--- src/rtl/smiley_collision_detector_if.sv ---
// Pixel-scan inputs and per-frame collision report shared between the scan logic and the smiley motion block.
// master drives the scan side and reads the report; slave is the collision detector.
interface smiley_collision_detector_if #(
  parameter int COUNT_W = 12
);
  logic                startOfFrame;
  logic [10:0]         pixelX;
  logic [10:0]         pixelY;
  logic signed [10:0]  topLeftX;
  logic signed [10:0]  topLeftY;
  logic                smileyDR;
  logic                brickDR;
  logic                borderDR;
  logic                collision;
  logic [3:0]          HitEdgeCode;
  logic [COUNT_W-1:0]  overlapCount;

  modport master (
    output startOfFrame, pixelX, pixelY, topLeftX, topLeftY, smileyDR, brickDR, borderDR,
    input  collision, HitEdgeCode, overlapCount
  );

  modport slave (
    input  startOfFrame, pixelX, pixelY, topLeftX, topLeftY, smileyDR, brickDR, borderDR,
    output collision, HitEdgeCode, overlapCount
  );
endinterface

--- src/rtl/smiley_collision_detector.sv ---
// Accumulates smiley/brick/border overlap edges over a frame and reports them at the next frame start.
// Pixel-to-accumulator latency 2 cycles; collision pulses 2 cycles after startOfFrame; no backpressure.
module smiley_collision_detector #(
  parameter int OBJECT_WIDTH  = 32,
  parameter int OBJECT_HEIGHT = 32,
  parameter int EDGE_MARGIN   = 4,
  parameter int COUNT_W       = 12
) (
  input  logic                         clk,
  input  logic                         resetN,
  smiley_collision_detector_if.slave   bus
);

  localparam logic signed [11:0] MARGIN     = 12'(EDGE_MARGIN);
  localparam logic signed [11:0] RIGHT_LIM  = 12'(OBJECT_WIDTH - EDGE_MARGIN);
  localparam logic signed [11:0] BOTTOM_LIM = 12'(OBJECT_HEIGHT - EDGE_MARGIN);
  localparam logic [COUNT_W-1:0] COUNT_MAX  = {COUNT_W{1'b1}};

  typedef enum logic {ACCUM, REPORT} state_t;

  logic signed [11:0] pixX12, pixY12, tlX12, tlY12, offX, offY;
  logic               hitNow;
  logic [3:0]         edgeNow;

  logic               hit_r, sof_d;
  logic [3:0]         edge_r;

  logic               accHit;
  logic [3:0]         accCode;
  logic [COUNT_W-1:0] accCount;
  logic [3:0]         hitEdgeCode_r;
  logic [COUNT_W-1:0] overlapCount_r;

  state_t             state_q, state_d;
  logic               collision_c;

  // Offsets are signed so pixels left of / above the sprite origin read as left/top edge.
  assign pixX12 = {1'b0, bus.pixelX};
  assign pixY12 = {1'b0, bus.pixelY};
  assign tlX12  = {bus.topLeftX[10], bus.topLeftX};
  assign tlY12  = {bus.topLeftY[10], bus.topLeftY};
  assign offX   = pixX12 - tlX12;
  assign offY   = pixY12 - tlY12;

  assign hitNow  = bus.smileyDR & (bus.brickDR | bus.borderDR);
  assign edgeNow = hitNow ? {offX < MARGIN, offY < MARGIN, offX >= RIGHT_LIM, offY >= BOTTOM_LIM}
                          : 4'b0000;

  always_ff @(posedge clk or negedge resetN) begin
    if (!resetN) begin
      hit_r  <= 1'b0;
      edge_r <= 4'b0000;
      sof_d  <= 1'b0;
    end else begin
      hit_r  <= hitNow;
      edge_r <= edgeNow;
      sof_d  <= bus.startOfFrame;
    end
  end

  // At the frame boundary the accumulators restart from the current stage-1 pixel, so a
  // hit on the startOfFrame pixel belongs to the new frame.
  always_ff @(posedge clk or negedge resetN) begin
    if (!resetN) begin
      accHit         <= 1'b0;
      accCode        <= 4'b0000;
      accCount       <= '0;
      hitEdgeCode_r  <= 4'b0000;
      overlapCount_r <= '0;
    end else if (sof_d) begin
      hitEdgeCode_r  <= accCode;
      overlapCount_r <= accCount;
      accHit         <= hit_r;
      accCode        <= edge_r;
      accCount       <= hit_r ? COUNT_W'(1) : '0;
    end else if (hit_r) begin
      accHit  <= 1'b1;
      accCode <= accCode | edge_r;
      if (accCount != COUNT_MAX) begin
        accCount <= accCount + COUNT_W'(1);
      end
    end
  end

  always_ff @(posedge clk or negedge resetN) begin
    if (!resetN) begin
      state_q <= ACCUM;
    end else begin
      state_q <= state_d;
    end
  end

  always_comb begin
    state_d     = state_q;
    collision_c = 1'b0;
    case (state_q)
      ACCUM: begin
        if (sof_d && accHit) begin
          state_d = REPORT;
        end
      end
      REPORT: begin
        collision_c = 1'b1;
        state_d     = ACCUM;
      end
      default: state_d = ACCUM;
    endcase
  end

  assign bus.collision    = collision_c;
  assign bus.HitEdgeCode  = hitEdgeCode_r;
  assign bus.overlapCount = overlapCount_r;

endmodule

--- src/flat_wrapper.sv ---
// flat-port wrapper written by rule: the top's interface ports become plain ports
module smiley_collision_detector_flat 
#(
  parameter int OBJECT_WIDTH  = 32,
  parameter int OBJECT_HEIGHT = 32,
  parameter int EDGE_MARGIN   = 4,
  parameter int COUNT_W       = 12
)
  (clk, resetN, bus_startOfFrame, bus_pixelX, bus_pixelY, bus_topLeftX, bus_topLeftY, bus_smileyDR, bus_brickDR, bus_borderDR, bus_collision, bus_HitEdgeCode, bus_overlapCount);
  smiley_collision_detector_if #(.COUNT_W(COUNT_W)) bus_i ();
  input  logic clk;
  input  logic resetN;
  input wire logic [$bits(bus_i.startOfFrame)-1:0] bus_startOfFrame;
  input wire logic [$bits(bus_i.pixelX)-1:0] bus_pixelX;
  input wire logic [$bits(bus_i.pixelY)-1:0] bus_pixelY;
  input wire logic [$bits(bus_i.topLeftX)-1:0] bus_topLeftX;
  input wire logic [$bits(bus_i.topLeftY)-1:0] bus_topLeftY;
  input wire logic [$bits(bus_i.smileyDR)-1:0] bus_smileyDR;
  input wire logic [$bits(bus_i.brickDR)-1:0] bus_brickDR;
  input wire logic [$bits(bus_i.borderDR)-1:0] bus_borderDR;
  output wire logic [$bits(bus_i.collision)-1:0] bus_collision;
  output wire logic [$bits(bus_i.HitEdgeCode)-1:0] bus_HitEdgeCode;
  output wire logic [$bits(bus_i.overlapCount)-1:0] bus_overlapCount;
  assign bus_i.startOfFrame = bus_startOfFrame;
  assign bus_i.pixelX = bus_pixelX;
  assign bus_i.pixelY = bus_pixelY;
  assign bus_i.topLeftX = bus_topLeftX;
  assign bus_i.topLeftY = bus_topLeftY;
  assign bus_i.smileyDR = bus_smileyDR;
  assign bus_i.brickDR = bus_brickDR;
  assign bus_i.borderDR = bus_borderDR;
  assign bus_collision = bus_i.collision;
  assign bus_HitEdgeCode = bus_i.HitEdgeCode;
  assign bus_overlapCount = bus_i.overlapCount;
  smiley_collision_detector #(.OBJECT_WIDTH(OBJECT_WIDTH), .OBJECT_HEIGHT(OBJECT_HEIGHT), .EDGE_MARGIN(EDGE_MARGIN), .COUNT_W(COUNT_W)) u_core (.clk(clk), .resetN(resetN), .bus(bus_i));
endmodule
--- config.mk ---
export PLATFORM = sky130hd
export DESIGN_NAME = smiley_collision_detector_flat
export DESIGN_NICKNAME = d
export VERILOG_FILES = /design/src/rtl/smiley_collision_detector_if.sv /design/src/rtl/smiley_collision_detector.sv /design/src/flat_wrapper.sv
export SDC_FILE = /design/constraint.sdc
export NUM_CORES = 1
export LEC_CHECK = 0
export BUFFER_PORTS_ARGS = -buffer_cell sky130_fd_sc_hd__buf_2
export CORE_UTILIZATION = 49
export CTS_CLUSTER_SIZE = 24
export DETAILED_ROUTE_END_ITERATION = 16
export PLACE_DENSITY = 0.77
export SETUP_SLACK_MARGIN = 0.3
export SYNTH_ARGS = -nofsm -noshare
export SYNTH_HDL_FRONTEND = slang
export SYNTH_SLANG_ARGS = --single-unit
--- constraint.sdc ---
create_clock -name clk -period 1.7 [get_ports clk]
set_input_delay 0.085 -clock clk [delete_from_list [all_inputs] [get_ports clk]]
set_output_delay 0.085 -clock clk [all_outputs]
set_load 0.02 [all_outputs]
==> results of run 1 <==
## flip-flops by register name, indices dropped and copies added (netlist names)
register,count
u_core.sof_d,1
u_core.accCount,12
u_core.accHit,1
u_core.hit_r,1
u_core.bus.HitEdgeCode,4
u_core.state_q,1
u_core.accCode,4
u_core.bus.overlapCount,12
u_core.edge_r,4
## worst max-delay path: cells and delay by family
kind | cells | cell delay (ns)
buf+inv | 4 | 0.33
simple gates | 2 | 0.21
compound gates | 4 | 0.91
fa+ha+maj | 2 | 0.45
## routing by layer
metal,wire (um),up-vias,part of all wire [%]
met3,263,12,4.1
met4,96,0,1.5
met2,3380,73,53
met1,2660,1295,42
li1,-,1342,-
met5,0,-,0
## layout by cell type, fill, tap and decap left out, types with 5 or more instances in the layout
| cell | count |
|---|---|
| buf_2 | 64 |
| inv_1 | 33 |
| xnor2_1 | 7 |
| o21ai_1 | 6 |
| nand2_1 | 18 |
| buf_4 | 57 |
| a21oi_1 | 18 |
| ha_1 | 20 |
| dfrtp_1 | 40 |
| mux2_2 | 16 |
| clkbuf_8 | 5 |
| nor2_1 | 22 |
| xor2_1 | 11 |
| a21o_1 | 5 |
| buf_6 | 6 |
| nand4_1 | 6 |
| o21ai_0 | 21 |
| nor3_1 | 7 |
## kinds of logic after synthesis
kind of cell / Yosys count / share of synthesized area (%)
compound gates: 86 / 20.5
buf+inv: 42 / 5.92
mux: 17 / 6.81
simple gates: 79 / 13.5
xor+xnor: 18 / 5.65
fa+ha+maj: 25 / 11.7
flops: 40 / 35.9
## worst min-delay path by stage
stage | startpoint | endpoint | slack, ns | cells after the start
detailed placement | resetN | u_core.bus.overlapCount[9] | 0.008 | 1
finish | bus_smileyDR | u_core.edge_r[1] | 0.22 | 3
floorplan | resetN | u_core.accCode[0] | -0.21 | 0
global route | bus_smileyDR | u_core.edge_r[1] | 0.26 | 3
CTS | bus_smileyDR | u_core.edge_r[1] | 0.21 | 3
global placement | resetN | u_core.bus.overlapCount[9] | 0.003 | 1
## cell type report
| type | instances | area (um^2) |
|---|---|---|
| clock buffer | 6 | 72.6 |
| clock inverter | 1 | 5.00 |
| fill | 432 | 1540 |
| inverter | 36 | 160 |
| multi-input combinational | 225 | 1770 |
| sequential | 40 | 1000 |
| tap | 72 | 90.1 |
| timing repair buffer | 131 | 866 |
## power by group through the flow
stage                     Combinational [mW]  Sequential, mW  Clock [mW]
after floorplan                        0.442            1.08           0
after detailed placement               0.784            1.06           0
after global routing                   0.932            1.05       0.639
final                                  0.841            1.04       0.578
after CTS                              0.816            1.04       0.589
after global placement                 0.759            1.05           0
## metrics by stage
stage                     instances  cell area [um^2]  hold slack [ns]  TNS [ns]  power (mW)
final                           511              3960            0.221    -0.315        2.46
after detailed placement        491              3670          0.00840     -2.16        1.84
after floorplan                 307              2890           -0.211    -0.879        1.53
after global routing            511              3960            0.263    -0.732        2.62
after CTS                       507              3910            0.210    -0.462        2.44
after global placement          491              3670          0.00264     -1.96        1.81
## repair_timing
item / 4_1_cts / 5_1_grt
setup endpoints to repair: 15 / 16
hold buffers: 2 / 0
gates resized for setup: 20 / 5
setup buffers: 7 / 4
endpoints found under the hold margin: 15 / 0
pin swaps: 29 / 18
==> metrics.md, run 1 <==
| Metric | Value |
|---|---|
| Initial Util | 50.7% |
| Asr flop ratio synth | 100% |
| Clock transition at path regs | 0.07 ns |
| Chip height | 77.5 um |
| Synth Instances | 307 |
| GPL Wtd Cong | 0.864 |
| Combinational share of power | 34.2% |
| Outcome | finished with violations |
| Post-detailed-route wirelength per cell | 12.5 um |
| Layout Skew | 0.00428 ns |
| Flops & latches, synth | 40 |
| Syn_nets | 382 |
| Netlist cell types | 50 |
| Chip width | 77.5 um |
| Largest net degree at the start of global routing | 37 |
| Worst setup margin | -0.117 ns |
| R2r setup slk | 0.01 ns |
| Buffers on Ports | 66 |
| Root Buffer | clkbuf_8 |
| Fin crit share | 107% |
| Crit Path Class | input port to register |
| Sw frac | 30.8% |
| Max-cap violations | 0 |
| Via density | 5.33 |
| PD cells | 620 mW/mm^2 |
| Clk buf depth | 2 |
| Period minus WS final | 1.82 ns |
| Max Fclk | 550 MHz |
| Top post-synthesis cells by count | dfrtp_1 (40), inv_1 (36), ha_1 (23) |
| CP Launch Type | input port |
| Met3 Track Usage GR | 4.00% |
| # setup viols final | 4 |
| Detailed Route Iter0 Violations | 88 |
| Clock sink count | 40 |
| Crit path largest cell delay | 0.39 ns |
| Grt met1 use | 25.3% |
| RR Endpoint | u_core.accCount[11] |
| Seq/Total Area, Yosys | 35.9% |
| CTS Buf Count | 5 |
| FF-to-FF Start | u_core.accCount[0] |
| Post-synth top area cell | dfrtp_1 |
| CP endpoint | u_core.edge_r[0] |
| RSZ-0062 raised after global routing | yes |
| Remaining antenna violation count | 0 |
| Io pins | 67 |
| Htree depth | 2 |
| Top-count cell post-synth | dfrtp_1 |
| Failing checks | negative setup slack |
| DR DRC count | 0 |
| Net Sw Power | 0.756 mW |
| Clock latency on the worst-skew pair | 0.29 ns |
| Final Max Slew Viols | 0 |
| Grt met2 use | 41.9% |
| Maximum VDD drop | 0.351 mV |
| Vias in the first global route | 2660 |
| Max_slew headroom | 63.6% |
| Worst Setup SP | bus_pixelY[0] |
| Area grow syn2layout | 42.0% |
| DRT Wirelength | 6410 um |
| Synth area leaders | dfrtp_1 (36%), ha_1 (10%), mux2_2 (6.5%) |
| GRT Util Overall | 22.4% |
| Worst EP required | 1.87 ns |
| Synth warnings | 0 |
| EDFF count, synth | 0 |
| Crit path cell chain | buf_8, inv_12, ha_4, inv_2, fa_2, a211oi_2, o21ai_1, a21o_1, buf_4, nand2_1, nand4_1, o311a_1 |
| TritonCTS clock tree | built |
| Post-Syn Area | 0.00279 mm^2 |
| Final Hold Viols | 0 |
| Clock power frac | 23.5% |
| Core box area | 0.00551 mm^2 |
| Pleak | 2.03 nW |
| Fin nets | 514 |
| Hold Path Class | input port to register |
| CP max FO | 2 |
| Slew @ Worst Pin | 0.540 ns |
| Routed vias | 2722 |
| Reg power frac | 42.2% |
| Yosys top cell area share | 35.9% |
| Grt ovf | 0 |
| Register-to-Register Path Depth | 9 |
| Row count | 27 |
| Fraction of layout cells with a size suffix above 1 | 41.2% |
| First-pass DRT Iterations | 4 |
| DIE AREA | 0.00600 mm^2 |
| Final HPWL DP | 4910 um |
| Pint | 1.70 mW |
| Data arrival time of the critical path | 1.99 ns |
| Primary FF master, synth | dfrtp_1 |
| Syn_area_per_cell | 9.09 um^2 |
| Layer with the highest usage | met2 |
| First-pass GRT wire length | 11000 um |
| Crit. End Element | register |
| Initial antenna violation count | 0 |
| Final Core Density | 72.0% |
| Slowest cell on crit path | o311a_1 |
| Antenna diode count | 0 |
| Setup WS pre-CTS | -0.632 ns |
Note: power is estimated with default switching activity, not from simulation.
==> inputs of run 2 (changes only) <==
Settings changed: SKIP_LAST_GASP set to 1.
==> run 2 against run 1 <==
Compared with the run above:
- the flow still finishes with violations (negative setup slack)
- worst hold slack hardly changed
- clock power is 0.7% lower
- design area is 0.16% lower
- critical path type unchanged
- via count is 0.59% higher
- total power hardly changed
==> metrics.md, run 2 (synthesis results as in run 1) <==
| Metric | Value |
|---|---|
| Outcome | finished with violations |
| Failing checks | negative setup slack |
| Htree depth | 2 (unchanged) |
| Fin crit share | 107% (about the same) |
| # setup viols final | 4 (unchanged) |
| First-pass DRT Iterations | 6 (+2) |
| Crit path cell chain | buf_8, inv_12, ha_4, inv_2, fa_2, a211oi_2, o21ai_1, a21o_1, buf_4, nand2_1, nand4_1, o311a_1 |
| Remaining antenna violation count | 0 (unchanged) |
| Clock latency on the worst-skew pair | 0.29 ns (about the same) |
| Io pins | 67 (unchanged) |
| CP bufs+invs | 4 (unchanged) |
| GRT Util Overall | 22.4% (-0.031 points) |
| Max-cap violations | 0 (unchanged) |
| Routed vias | 2738 (+0.59%) |
| Detailed Route Iter0 Violations | 87 (-1.1%) |
| Final HPWL DP | 4910 um (unchanged) |
| PD cells | 620 mW/mm^2 (about the same) |
| Root Buffer | clkbuf_8 |
| Hold Path Class | input port to register |
| Buffers on Ports | 66 (unchanged) |
| Row count | 27 (unchanged) |
| Hold slack | 0.221 ns (+0.000336 ns) |
| Max_slew headroom | 63.6% (unchanged) |
| Clock sink count | 40 (unchanged) |
| Largest net degree at the start of global routing | 37 (unchanged) |
| DR DRC count | 0 (unchanged) |
| Core box area | 0.00551 mm^2 (unchanged) |
| Crit. End Element | register |
| Most frequent cells in the layout | buf_2 (64), buf_4 (58), dfrtp_1 (40), inv_1 (33), nor2_1 (22) |
| Worst EP required | 1.87 ns (about the same) |
| TritonCTS clock tree | built |
| Final Max Slew Viols | 0 (unchanged) |
| Register-to-Register Path Depth | 8 (-1) |
| Worst setup margin | -0.116 ns (+0.00134 ns) |
| Total power | 2.45 mW (about the same) |
| Chip height | 77.5 um (unchanged) |
| Crit Path Class | input port to register |
| Clock transition at path regs | 0.07 ns (about the same) |
| Data arrival time of the critical path | 1.99 ns (about the same) |
| DRT Wirelength | 6400 um (about the same) |
| Period minus WS final | 1.82 ns (-0.00134 ns) |
| Pleak | 2.02 nW (-0.61%) |
| CTS Buf Count | 5 (unchanged) |
| Chip width | 77.5 um (unchanged) |
| First-pass GRT wire length | 10900 um (-0.26%) |
| Maximum VDD drop | 0.351 mV (about the same) |
| Antenna diode count | 0 (unchanged) |
| Top delay family on crit path | compound AO/OA/AOI/OAI gates |
| GPL Wtd Cong | 0.864 (unchanged) |
| Layout Skew | 0.00175 ns (-0.00252 ns) |
| Area grow syn2layout | 41.7% |
| Final Hold Viols | 0 (unchanged) |
| Vias in the first global route | 2664 (+0.15%) |
| Slowest cell on crit path | o311a_1 |
| Leading cell type in the layout, fill and taps excluded | buf_2 |
| Slew @ Worst Pin | 0.540 ns (unchanged) |
| Post-detailed-route wirelength per cell | 12.5 um (-0.26%) |
| Fraction of layout cells with a size suffix above 1 | 41.4% (+0.13 points) |
| Via density | 5.35 (+0.39%) |
| Grt ovf | 0 (unchanged) |
| Sum Neg Setup Slack | -0.316 ns (-0.00113 ns) |
| Max Fclk | 551 MHz (about the same) |
| CP Launch Type | input port |
| Levels on crit path | 12 (unchanged) |
| RSZ-0062 raised after global routing | yes |
| Initial antenna violation count | 0 (unchanged) |
| Fin nets | 515 (+0.19%) |
| Initial Util | 50.7% (unchanged) |
| Hold Path Stages | 3 (unchanged) |
| CP max FO | 2 (unchanged) |
| Clk buf depth | 2 (unchanged) |
| DIE AREA | 0.00600 mm^2 (unchanged) |
| Crit path largest cell delay | 0.39 ns (about the same) |
-- run 2: cell types whose count changed in the layout (fill, tap and decap cells not counted) --
cell     delta
a21oi_2     +1
nor3_2      +1
buf_4       +1
nor3_4      -1
a21oi_4     -1
-- run 2: worst paths after layout --
path,endpoint,start,slack [ns]
min in group asynchronous,u_core.bus.overlapCount[9],resetN,0.23
max in group asynchronous,u_core.accCount[2],resetN,0.98
setup reg to reg,u_core.accCount[7],u_core.accCount[0],0.04
hold / removal,u_core.edge_r[1],bus_smileyDR,0.22
hold reg to reg,u_core.state_q,u_core.state_q,0.42
setup / recovery,u_core.edge_r[0],bus_pixelY[0],-0.12
-- run 2: power by group --
group | internal (mW) | leakage, nW | switching [mW]
combinational | 0.415 | 1.44 | 0.427
clock | 0.278 | 0.0410 | 0.296
sequential | 1.01 | 0.536 | 0.0296
-- run 2: timing repair --
action | 4_1_cts | 5_1_grt
endpoints found under the hold margin | 15 | 0
pin swaps | 28 | 17
endpoints found under the setup margin | 15 | 16
buffers inserted | 7 | 5
resized for setup | 18 | 5
hold buffers | 2 | 0
-- run 2: worst reg2reg max path, stage by stage, from the launching register on --
cell	delay, ns
dfrtp_1	0.40
ha_2	0.22
nand3_4	0.10
o31ai_4	0.07
nand2_2	0.09
nand4_1	0.12
buf_6	0.17
or3_1	0.31
a21oi_1	0.12
-- run 2: metal layers --
metal  vias up  GRT usage [%]  part of all wire, %
met2        76           42.3                   54
li1       1343              -                    -
met3         8           3.88                  4.4
met1      1311           25.0                   41
met5         -              0                    0
met4         0           7.55                  1.1
-- run 2: layout make-up --
type                       instances  area [um^2]
tap                               72         90.1
clock inverter                     1         5.00
clock buffer                       6         72.6
sequential                        40         1000
fill                             437         1550
multi-input combinational        225         1750
timing repair buffer             132          873
inverter                          36          160
-- run 2: metrics by stage --
stage	instances	worst slack [ns]	cell area [um^2]	util, %
global placement	491	-0.571	3670	66.7
floorplan	307	-0.333	2890	-
CTS	507	-0.151	3900	70.8
finish	512	-0.116	3960	71.8
global route	512	-0.220	3960	71.8
detailed placement	491	-0.632	3670	66.7
==> inputs of run 3 (changes only) <==
Settings changed: CORE_UTILIZATION 49 to 58, PLACE_DENSITY 0.77 to 0.85.
Clock period 1.7 ns to 2.1 ns, I/O delays scaled along.
==> run 3 against run 2 <==
Compared with the run above:
- the flow finishes with violations (design-rule violations)
- first-iteration DRC count increased by 9.2%
- sequential share of layout area increased by 2.1 points
- clock power decreased by 18%
- via count decreased by 2.3%
- register-to-register slack improved by 0.26 ns
- wire length increased by 6.3%
- combinational power decreased by 25%
- largest power group unchanged
==> metrics.md, run 3 (synthesis results as in run 1) <==
| Metric | Value |
|---|---|
| Outcome | finished with violations |
| Failing checks | design-rule violations |
| Sum Neg Setup Slack | 0 ns (+0.316 ns) |
| DIE AREA | 0.00509 mm^2 (-15%) |
| RSZ-0062 raised after global routing | yes |
| Initial Util | 62.4% (+12 points) |
| Pleak | 1.85 nW (-8.2%) |
| Final HPWL DP | 4550 um (-7.2%) |
| Final Hold Viols | 0 (unchanged) |
| Maximum VDD drop | 0.261 mV (-26%) |
| Chip width | 71.4 um (-7.9%) |
| Clk buf depth | 2 (unchanged) |
| Htree depth | 2 (unchanged) |
| Most used cell along the critical path | a211oi_2 |
| GPL Wtd Cong | 0.868 (+0.44%) |
| Detailed Route Iter0 Violations | 95 (+9.2%) |
| Fin crit share | 90.6% |
| Final Max Slew Viols | 0 (unchanged) |
| Post-detailed-route wirelength per cell | 14.7 um (+18%) |
| # fillers | 303 (-31%) |
| Crit. End Element | register |
| Total power | 1.94 mW (-21%) |
| CP max FO | 3 (+1) |
| Data arrival time of the critical path | 2.05 ns (+0.06 ns) |
| Max-cap violations | 0 (unchanged) |
| Layout Skew | 0.00431 ns (+0.00255 ns) |
| Max Fclk | 525 MHz |
| Buffers on Ports | 66 (unchanged) |
| Io pins | 67 (unchanged) |
| Hold Path Class | input port to register |
| Leading cell type in the layout, fill and taps excluded | buf_2 |
| Initial antenna violation count | 0 (unchanged) |
| # setup viols final | 0 (-4) |
| DRT Wirelength | 6800 um (+6.3%) |
| Routed vias | 2675 (-2.3%) |
| Period minus WS final | 1.90 ns |
| Remaining antenna violation count | 0 (unchanged) |
| DR DRC count | 2 (+2) |
| CP Launch Type | input port |
| PD cells | 531 mW/mm^2 (-14%) |
| Slowest cell on crit path | fa_2 |
| Crit path largest cell delay | 0.37 ns (-0.02 ns) |
| Fin nets | 485 (-5.8%) |
| Via density | 5.79 (+8.3%) |
| Slew @ Worst Pin | 0.863 ns (+0.323 ns) |
| Vias in the first global route | 2614 (-1.9%) |
| Clock transition at path regs | 0.07 ns (about the same) |
| Root Buffer | clkbuf_8 |
| First-pass DRT Iterations | 10 (+4) |
| Grt ovf | 0 (unchanged) |
| GRT Util Overall | 26.7% (+4.3 points) |
| Area grow syn2layout | 31.1% |
| Crit Path Class | input port to register |
| Post-place instance area | 0.00331 mm^2 (-9.9%) |
| Row count | 24 (-11%) |
| Fraction of layout cells with a size suffix above 1 | 36.6% (-4.8 points) |
| Largest net degree at the start of global routing | 41 (+11%) |
| Chip height | 71.4 um (-7.9%) |
| Most frequent cells in the layout | buf_2 (64), dfrtp_1 (38), buf_4 (34), inv_1 (33), nor2_1 (22) |
| Antenna diode count | 0 (unchanged) |
| CTS Buf Count | 5 (unchanged) |
| Worst EP required | 2.25 ns (+0.38 ns) |
| First-pass GRT wire length | 10700 um (-2.6%) |
| TritonCTS clock tree | built |
| Max_slew headroom | 42.5% (-21 points) |
| Clock sink count | 40 (unchanged) |
| Crit path cell chain | buf_8, inv_12, ha_4, fa_2, nor2b_4, o2111ai_2, a31o_2, mux2i_1, or3_1, a211oi_2, a211oi_2 |
| Final Instance Area | 0.00366 mm^2 (-7.5%) |
| Clock latency on the worst-skew pair | 0.29 ns (about the same) |
| Core box area | 0.00447 mm^2 (-19%) |
run 3: cell types whose count changed in the layout (fill, tap and decap cells not counted), sizes merged:
cell and change:
buf -30
run 3: repair_timing:
item | 4_1_cts | 5_1_grt
buffers inserted | 12 | 8
gates resized for setup | 11 | 11
setup endpoints to repair | 8 | 11
hold endpoints to repair | 41 | 0
pin swaps | 9 | 7
hold buffers | 2 | 0
run 3: worst paths after layout:
check	from	endpoint	slack [ns]	cells after the start
max	bus_pixelX[0]	u_core.edge_r[1]	0.20	11
min	bus_smileyDR	u_core.edge_r[1]	0.22	3
max reg2reg	u_core.accCount[1]	u_core.accCount[6]	0.30	9
min reg2reg	u_core.state_q	u_core.state_q	0.42	1
max in group asynchronous	resetN	u_core.accCount[3]	1.05	2
min in group asynchronous	resetN	u_core.accCount[7]	0.46	2
run 3: area by class of cell:
type                    count  area [um^2]  share of cell area [%]
well taps                  52         65.1                    1.78
clock inverters             1         5.00                   0.137
multi-input cells         225         1740                    47.6
clock buffers               6         72.6                    1.98
repair buffers            102          622                    17.0
flip-flops and latches     40         1000                    27.4
inverters                  36          150                    4.10
run 3: power breakdown:
part / internal [mW] / total [mW] / leakage (nW) / switching [mW]
registers: 0.816 / 0.844 / 0.533 / 0.0283
clock network: 0.226 / 0.469 / 0.0410 / 0.244
logic: 0.291 / 0.631 / 1.28 / 0.340
total: 1.33 / 1.94 / 1.85 / 0.612
run 3: per-stage QoR:
step	util, %	hold WS [ns]	setup slack (ns)	std cells
detailed placement	73.9	0.219	-0.263	433
global placement	73.9	0.217	-0.181	433
finish	81.8	0.224	0.197	462
global route	81.8	0.237	0.129	462
floorplan	-	-0.191	0.0471	307
CTS	79.3	0.208	0.202	454
run 3: metal layers:
| metal | part of all wire (%) | up-vias | GRT usage (%) |
|---|---|---|---|
| met1 | 38 | 1261 | 26.7 |
| met4 | 3.6 | 0 | 12.7 |
| li1 | - | 1292 | - |
| met2 | 54 | 96 | 52.4 |
| met5 | 0 | - | 0 |
| met3 | 4.1 | 26 | 5.20 |
run 3: worst max-delay path, delay by kind of cell:
family | cells | cell delay [ns]
compound gates | 4 | 0.71
fa+ha+maj | 2 | 0.52
buf+inv | 2 | 0.13
mux | 1 | 0.12
simple gates | 2 | 0.46
